`src/rtl/pipe_ctrl.sv`:
```
// Pipeline control unit: turns ex jump/hold requests and the bus-arbiter hold
// into pc_reg redirect, freeze and flush controls for if_id / id_ex.
module pipe_ctrl #(
    parameter int unsigned HOLD_CYCLES = 4,
    parameter int unsigned FETCH_LAT   = 1
) (
    input  logic        clk,
    input  logic        rst_n,
    input  logic        jump_en_i,
    input  logic [31:0] jump_addr_i,
    input  logic        hold_flag_i,
    input  logic        bus_hold_i,
    output logic        jump_en_o,
    output logic [31:0] jump_addr_o,
    output logic        hold_pc_o,
    output logic        hold_if_id_o,
    output logic        hold_id_ex_o,
    output logic        flush_if_id_o,
    output logic        flush_id_ex_o
);

    localparam int unsigned MAXC = (HOLD_CYCLES > FETCH_LAT) ? HOLD_CYCLES : FETCH_LAT;
    localparam int unsigned CW   = (MAXC > 0) ? $clog2(MAXC + 1) : 1;

    localparam logic [CW-1:0] HOLD_INIT  = (HOLD_CYCLES > 1) ? CW'(HOLD_CYCLES - 2) : '0;
    localparam logic [CW-1:0] FLUSH_INIT = (FETCH_LAT > 0)   ? CW'(FETCH_LAT - 1)   : '0;

    localparam logic [1:0] S_IDLE  = 2'd0;
    localparam logic [1:0] S_HOLD  = 2'd1;
    localparam logic [1:0] S_PEND  = 2'd2;
    localparam logic [1:0] S_FLUSH = 2'd3;

    logic [1:0]    r_state;
    logic [CW-1:0] r_cnt;
    logic [31:0]   r_pend_addr;

    logic [1:0]    w_state_nxt;
    logic [CW-1:0] w_cnt_nxt;
    logic [31:0]   w_pend_nxt;

    logic          w_jump_en;
    logic [31:0]   w_jump_addr;
    logic          w_freeze;
    logic          w_hold_pc_only;
    logic          w_flush_if_id;
    logic          w_flush_id_ex;

    // Next-state and raw output decode from current state and inputs
    always_comb begin
        w_state_nxt    = r_state;
        w_cnt_nxt      = r_cnt;
        w_pend_nxt     = r_pend_addr;
        w_jump_en      = 1'b0;
        w_jump_addr    = '0;
        w_freeze       = 1'b0;
        w_hold_pc_only = 1'b0;
        w_flush_if_id  = 1'b0;
        w_flush_id_ex  = 1'b0;

        case (r_state)
            S_IDLE: begin
                if (bus_hold_i) begin
                    w_freeze = 1'b1;
                    if (jump_en_i) begin
                        w_pend_nxt  = jump_addr_i;
                        w_state_nxt = S_PEND;
                    end
                end else if (jump_en_i) begin
                    w_jump_en     = 1'b1;
                    w_jump_addr   = jump_addr_i;
                    w_flush_if_id = 1'b1;
                    w_flush_id_ex = 1'b1;
                    if (FETCH_LAT > 0) begin
                        w_state_nxt = S_FLUSH;
                        w_cnt_nxt   = FLUSH_INIT;
                    end
                end else if (hold_flag_i) begin
                    w_freeze = 1'b1;
                    if (HOLD_CYCLES > 1) begin
                        w_state_nxt = S_HOLD;
                        w_cnt_nxt   = HOLD_INIT;
                    end
                end
            end
            S_HOLD: begin
                w_freeze = 1'b1;
                if (r_cnt == '0) begin
                    w_state_nxt = S_IDLE;
                end else begin
                    w_cnt_nxt = r_cnt - 1'b1;
                end
            end
            S_PEND: begin
                if (bus_hold_i) begin
                    w_freeze = 1'b1;
                end else begin
                    w_jump_en     = 1'b1;
                    w_jump_addr   = r_pend_addr;
                    w_flush_if_id = 1'b1;
                    w_flush_id_ex = 1'b1;
                    if (FETCH_LAT > 0) begin
                        w_state_nxt = S_FLUSH;
                        w_cnt_nxt   = FLUSH_INIT;
                    end else begin
                        w_state_nxt = S_IDLE;
                    end
                end
            end
            default: begin // S_FLUSH
                w_flush_if_id = 1'b1;
                if (bus_hold_i) begin
                    w_hold_pc_only = 1'b1;
                end else if (r_cnt == '0) begin
                    w_state_nxt = S_IDLE;
                end else begin
                    w_cnt_nxt = r_cnt - 1'b1;
                end
            end
        endcase
    end

    // State, counter and captured jump target
    always_ff @(posedge clk or negedge rst_n) begin
        if (!rst_n) begin
            r_state     <= S_IDLE;
            r_cnt       <= '0;
            r_pend_addr <= '0;
        end else begin
            r_state     <= w_state_nxt;
            r_cnt       <= w_cnt_nxt;
            r_pend_addr <= w_pend_nxt;
        end
    end

    // Outputs are forced low while reset is held, whatever the inputs do
    assign jump_en_o     = rst_n & w_jump_en;
    assign jump_addr_o   = rst_n ? w_jump_addr : '0;
    assign hold_pc_o     = rst_n & (w_freeze | w_hold_pc_only);
    assign hold_if_id_o  = rst_n & w_freeze;
    assign hold_id_ex_o  = rst_n & w_freeze;
    assign flush_if_id_o = rst_n & w_flush_if_id;
    assign flush_id_ex_o = rst_n & w_flush_id_ex;

endmodule

```
`config.mk`:
```
export PLATFORM = sky130hd
export DESIGN_NAME = pipe_ctrl
export DESIGN_NICKNAME = d
export VERILOG_FILES = /design/src/rtl/pipe_ctrl.sv
export SDC_FILE = /design/constraint.sdc
export NUM_CORES = 1
export LEC_CHECK = 0
export BUFFER_PORTS_ARGS = -buffer_cell sky130_fd_sc_hd__buf_2
export CORE_AREA = 2 2 64 90
export DETAILED_ROUTE_END_ITERATION = 8
export DIE_AREA = 0 0 66 92
export PLACE_DENSITY = 0.7
export SYNTH_ARGS = -nofsm -noshare
export SYNTH_HDL_FRONTEND = slang
export SYNTH_SLANG_ARGS = --single-unit
export TNS_END_PERCENT = 1
```
`constraint.sdc`:
```
create_clock -name clk -period 1.95 [get_ports clk]
set_input_delay 0.0975 -clock clk [delete_from_list [all_inputs] [get_ports clk]]
set_output_delay 0.0975 -clock clk [all_outputs]
set_load 0.01 [all_outputs]
```
==> results of run 1 <==
through the flow:
| stage | setup slack, ns | instance area (um^2) | hold slack [ns] | util | total power, W |
|---|---|---|---|---|---|
| finish | 0.06370 | 2779 | 0.06457 | 0.5180 | 0.003185 |
| global route | 0.009451 | 2779 | 0.04670 | 0.5180 | 0.003433 |
| CTS | 0.06464 | 2779 | 0.05366 | 0.5180 | 0.003223 |
| detailed placement | 0.3101 | 2695 | 0.1136 | 0.5023 | 0.002715 |
| global placement | 0.3816 | 2695 | 0.1157 | 0.5023 | 0.002658 |
| floorplan | 0.4454 | 2276 | -0.1981 | - | 0.002419 |
metal layers:
layer	global-route usage	wire [um]	vias up
met3	0.01840	176	8
li1	-	-	844
met4	0.08163	102	0
met1	0.2278	2048	839
met2	0.3030	2616	45
met5	0	0	-
synthesized netlist by cell type (4+ instances only):
| cell type | n |
|---|---|
| a22oi_1 | 27 |
| a22oi_2 | 5 |
| buf_4 | 6 |
| buf_6 | 5 |
| dfrtp_1 | 37 |
| mux2_4 | 30 |
| nand2_1 | 6 |
| nor2_1 | 38 |
| o21ai_0 | 4 |
cell families after synthesis:
kind of cell / after synthesis / share of synthesized area
flip-flops: 37 / 0.4068
adder cells (fa/ha/maj): 2 / 0.01099
buffers and inverters: 21 / 0.08411
AO/OA/AOI/OAI: 43 / 0.1501
AND/OR/NAND/NOR: 56 / 0.1270
multiplexers: 35 / 0.2210
worst max path at each step:
| stage | to | cells after the start |
|---|---|---|
| final | jump_addr_o[10] | 6 |
| after global routing | jump_addr_o[10] | 6 |
| after CTS | jump_addr_o[10] | 6 |
| after detailed placement | r_pend_addr[30] | 4 |
| after global placement | r_pend_addr[29] | 4 |
| after floorplan | jump_en_o | 4 |
power by group through the flow:
stage | combinational [W] | clock, W | sequential, W
after detailed placement | 0.00133 | 0 | 0.00139
after floorplan | 0.00111 | 0 | 0.00131
after global routing | 0.00146 | 0.000539 | 0.00144
after CTS | 0.00133 | 0.000505 | 0.00139
after global placement | 0.00127 | 0 | 0.00138
final | 0.00131 | 0.000483 | 0.00139
registers in the layout, summed over array words and instances (netlist names):
| signal | cells |
|---|---|
| r_pend_addr | 32 |
| r_cnt | 3 |
| r_state | 2 |
worst max-delay path: cells and delay by family, from the launching register on:
family,cells,cell delay [ns]
compound gates,1,0.08
buf+inv,2,0.37
flops,1,0.50
simple gates,3,0.55
cell type report:
type / count / area, um^2
inverter: 4 / 15.01
timing repair buffer: 87 / 520.5
sequential: 37 / 925.9
fill: 518 / 2586
tap: 68 / 85.08
clock inverter: 1 / 5.005
clock buffer: 5 / 68.82
multi-input combinational: 136 / 1159
repair_timing:
action / 4_1_cts / 5_1_grt
hold buffers: 1 / 0
resized for setup: 0 / 0
endpoints found under the hold margin: 37 / 0
setup buffers: 0 / 0
placed cells by master (no fill, tap or decap), types with 2 or more instances in the layout:
cell and count:
buf_4 8, buf_2 74, nand2b_1 2, nand2_1 6, inv_1 3, mux2i_1 3, clkbuf_8 5, a22oi_1 27
a22oi_2 5, mux2_2 2, mux2_4 30, buf_12 4, nor2_1 38, dfrtp_1 37, o21ai_0 4, ha_1 2
a21oi_1 3
==> flow_summary.json, run 1 <==
{
  "worstPathCellList": "nand2b_4 > nor3_4 > buf_12 > a22oi_1 > nor2_1 > buf_2",
  "wl_per_cell_um": 14.63,
  "antenna_left": 0,
  "crit_start": "r_state[1]",
  "p_clk_frac": 0.152,
  "clockRootBuffer": "clkbuf_8",
  "clock-sinks": 37,
  "syn-cell-area_um2": 2276,
  "status": "finished, final reports clean",
  "syn_avg_cell_area_um2": 11.73,
  "slowest_delay_ns": 0.50,
  "finalCritPeriodShare": 0.9673,
  "gp_congestion": 0.7995,
  "grt_pass1_wl_um": 8418,
  "cpMaxStageDelayCell": "dfrtp_1",
  "grt_pass1_vias": 1765,
  "syn2layout_area_growth_pct": 22.10,
  "slew_viol_final": 0,
  "slew_headroom": 0.7661,
  "fin_skew_ns": 0.002069,
  "synth_nets": 233,
  "drt-pass1-iter-count": 5,
  "cp-start-kind": "flop",
  "reg2reg_from": "r_state[1]",
  "ys_seq_area_frac": 0.4068,
  "leakagePower_nw": 1.348,
  "reg2regPathDepth": 4,
  "maxCapViolations": 0,
  "drc_errors": 0,
  "p_per_area_nw_per_um2": 1146,
  "fmax_mhz": 530.1,
  "rsz0062_at_grt": "false",
  "rrSetupSlack_ns": 0.31,
  "regToRegEndpoint": "r_pend_addr[30]",
  "setup_violations": 0,
  "synth-edff-count": 0,
  "via_per_inst": 5.136,
  "num_rows": 32,
  "period_minus_slack_ns": 1.886,
  "initial_core_util": 0.4242,
  "cts_tree": "built",
  "grt_max_degree": 25,
  "arrival_ns": 1.79,
  "synth_ff_type": "dfrtp_1",
  "drt_wl_total_um": 4944,
  "yosys.area.top_type_share": 0.4068,
  "track_usage": 0.1796,
  "instances_no_fill": 338,
  "internal-power_w": 0.002140,
  "die_x_um": 66,
  "p_comb_frac": 0.412,
  "yosysUniqueCellTypes": 32,
  "nets": 310,
  "holdPathStages": 2,
  "antenna_cells": 0,
  "dp_cells": 331,
  "worstSetupPathType": "reg2out",
  "worst_pin_slew_ns": 0.3509,
  "yosysWarnings": 0,
  "core_um2": 5365,
  "seqPwrFrac": 0.436,
  "synthArstFlopShare": 1.000,
  "yosysTopAreaCell": "dfrtp_1",
  "via_count": 1736,
  "p_switching_w": 0.001045,
  "hold_viol": 0,
  "ioPinCount": 75,
  "clk_path_buf_depth": 2,
  "ys_ff_latch": 37,
  "dp_hpwl_um": 3673,
  "clk_pin_slew_worst_paths_ns": 0.07,
  "ys_top_cells_by_area": "dfrtp_1 41%, mux2_4 20%, a22oi_1 8.9%",
  "min_from": "jump_addr_i[1]",
  "worst-endpoint-required_ns": 1.85,
  "grt_antenna_before_repair": 0,
  "drtIter0Drc": 105,
  "htree_num_levels": 2,
  "p_sw_frac": 0.3280,
  "worst_setup_path_end_kind": "output port",
  "holdPathEnd": "r_pend_addr[1]",
  "setup_tns_ns": 0,
  "irDropWorstVdd_mv": 0.5310,
  "cts_buffers": 5,
  "clock_latency_ns": 0.28,
  "die_h_um": 92,
  "gr-total-overflow": 0,
  "die_area_um2": 6072,
  "hold_class": "in2reg",
  "io_buffers": 74,
  "path_max_fanout": 24,
  "layout-drive-gt1-share": 0.5074,
  "syn_inst": 194
}
No activity file was read; power rests on OpenSTA's default activity.
==> inputs of run 2 (changes only) <==
==> constraint.sdc (replaced) <==
create_clock -name clk -period 2 [get_ports clk]
set_input_delay 0.1 -clock clk [delete_from_list [all_inputs] [get_ports clk]]
set_output_delay 0.1 -clock clk [all_outputs]
set_load 0.01 [all_outputs]
==> flow_summary.json, run 2 (synthesis results as in run 1) <==
{
  "cts_buffers": 5,
  "grt_max_degree": 21,
  "core_um2": 5365,
  "dpl_cell_area_um2": 2650,
  "dp_cells": 330,
  "clk_pin_slew_worst_paths_ns": 0.08,
  "clockRootBuffer": "clkbuf_8",
  "rsz0062_at_grt": "false",
  "largest-register": "r_pend_addr",
  "clock_latency_ns": 0.29,
  "io_buffers": 74,
  "cts_tree": "built",
  "fin_util": 0.5133,
  "hold_viol": 0,
  "wl_per_cell_um": 14.38,
  "clock-sinks": 37,
  "drc_errors": 0,
  "slew_viol_final": 0,
  "setup_violations": 0,
  "largest_reg_flops": 32,
  "die_x_um": 66,
  "path_max_fanout": 17,
  "gp_congestion": 0.7408,
  "layout_common_cells": "74 x buf_2, 38 x nor2_1, 37 x dfrtp_1",
  "n_fill_cell": 527,
  "multiInputGateArea_um2": 1159,
  "antenna_left": 0,
  "syn2layout_area_growth_pct": 21.00,
  "irDropWorstVdd_mv": 0.4317,
  "ioPinCount": 75,
  "arrival_ns": 1.76,
  "gr-total-overflow": 0,
  "period_minus_slack_ns": 1.857,
  "drt-pass1-iter-count": 4,
  "status": "finished, final reports clean",
  "fmax_mhz": 538.4,
  "hold_class": "in2reg",
  "timing.hold.ws_ns": 0.04987,
  "final_area_um2": 2754,
  "clk_path_buf_depth": 2,
  "worst_setup_path_end_kind": "output port",
  "worst-endpoint-required_ns": 1.90,
  "layout-drive-gt1-share": 0.5092,
  "worstSetupPathType": "reg2out",
  "via_count": 1726,
  "antenna_cells": 0,
  "top_regs": "r_pend_addr (32), r_cnt (3), r_state (2)",
  "track_usage": 0.1725,
  "htree_num_levels": 2,
  "grt_antenna_before_repair": 0,
  "via_per_inst": 5.091,
  "initial_core_util": 0.4242,
  "setup_tns_ns": 0,
  "instances_no_fill": 339,
  "nets": 309,
  "die_area_um2": 6072,
  "cp-start-kind": "flop",
  "layout_commonest_cell": "buf_2",
  "dp_hpwl_um": 3492,
  "drtIter0Drc": 85,
  "post_cts.repair.setup_buffers": 0,
  "seqCellArea_um2": 925.9,
  "fin_skew_ns": 0.005386,
  "grt_pass1_wl_um": 8114,
  "worst_pin_slew_ns": 0.3508,
  "maxCapViolations": 0,
  "num_rows": 32,
  "leakagePower_nw": 1.339,
  "grt_pass1_vias": 1677,
  "die_h_um": 92,
  "p_per_area_nw_per_um2": 1140,
  "drt_wl_total_um": 4874,
  "slew_headroom": 0.7640,
  "finalCritPeriodShare": 0.9286
}
-- run 2: changes by cell type in the layout (fill, tap and decap cells not counted), sizes merged --
cell,before,now
buf,86,85
inv,4,5
clkinvlp,0,1
-- run 2: routing by layer --
layer / wire, um / track usage / vias to the layer above
met2: 2456 / 0.2912 / 51
met5: 0 / 0 / -
li1: - / - / 840
met1: 2141 / 0.2232 / 830
met3: 209 / 0.02699 / 5
met4: 65 / 0.05612 / 0
-- run 2: area by class of cell --
cell class | instances | share of cell area
well taps | 68 | 0.03090
multi-input cells | 136 | 0.4207
inverters | 4 | 0.005452
clock inverters | 3 | 0.007724
repair buffers | 86 | 0.1740
clock buffers | 5 | 0.02499
flip-flops and latches | 37 | 0.3362
-- run 2: path summary, 6_finish.rpt --
kind                           startpoint         endpoint  slack (ns)  depth (start not counted)
max                            r_state[1]  jump_addr_o[26]        0.14                          5
min                        jump_addr_i[2]   r_pend_addr[2]        0.05                          2
max reg2reg                    r_state[0]   r_pend_addr[9]        0.39                          5
min reg2reg                r_pend_addr[4]   r_pend_addr[4]        0.52                          1
max in group asynchronous           rst_n  r_pend_addr[13]        1.44                          3
min in group asynchronous           rst_n         r_cnt[1]        0.35                          3
-- run 2: power by group --
| group | internal [W] | total [W] | switching, W | leakage (nW) |
|---|---|---|---|---|
| Clock | 0.000247 | 0.000539 | 0.000292 | 0.0445 |
| Sequential | 0.00111 | 0.00136 | 0.000247 | 0.458 |
| Combinational | 0.000727 | 0.00124 | 0.000515 | 0.837 |
-- run 2: critical path, stage by stage, from the launching register on --
cell and delay (ns):
dfrtp_1 0.54, nor3b_4 0.26, buf_4 0.27, a22oi_1 0.12
nor2_1 0.13, buf_2 0.15
-- run 2: what timing repair did --
| action | 4_1_cts | 5_1_grt |
|---|---|---|
| setup endpoints to repair | 0 | 1 |
| gates resized for setup | 0 | 1 |
| hold endpoints to repair | 37 | 0 |
| hold buffers | 1 | 0 |
-- run 2: stage by stage --
step	total power, W	setup WS (ns)
after global routing	0.003369	0.02436
after detailed placement	0.002609	0.4011
final	0.003138	0.1427
after floorplan	0.002358	0.4929
after CTS	0.003167	0.09711
after global placement	0.002571	0.4282
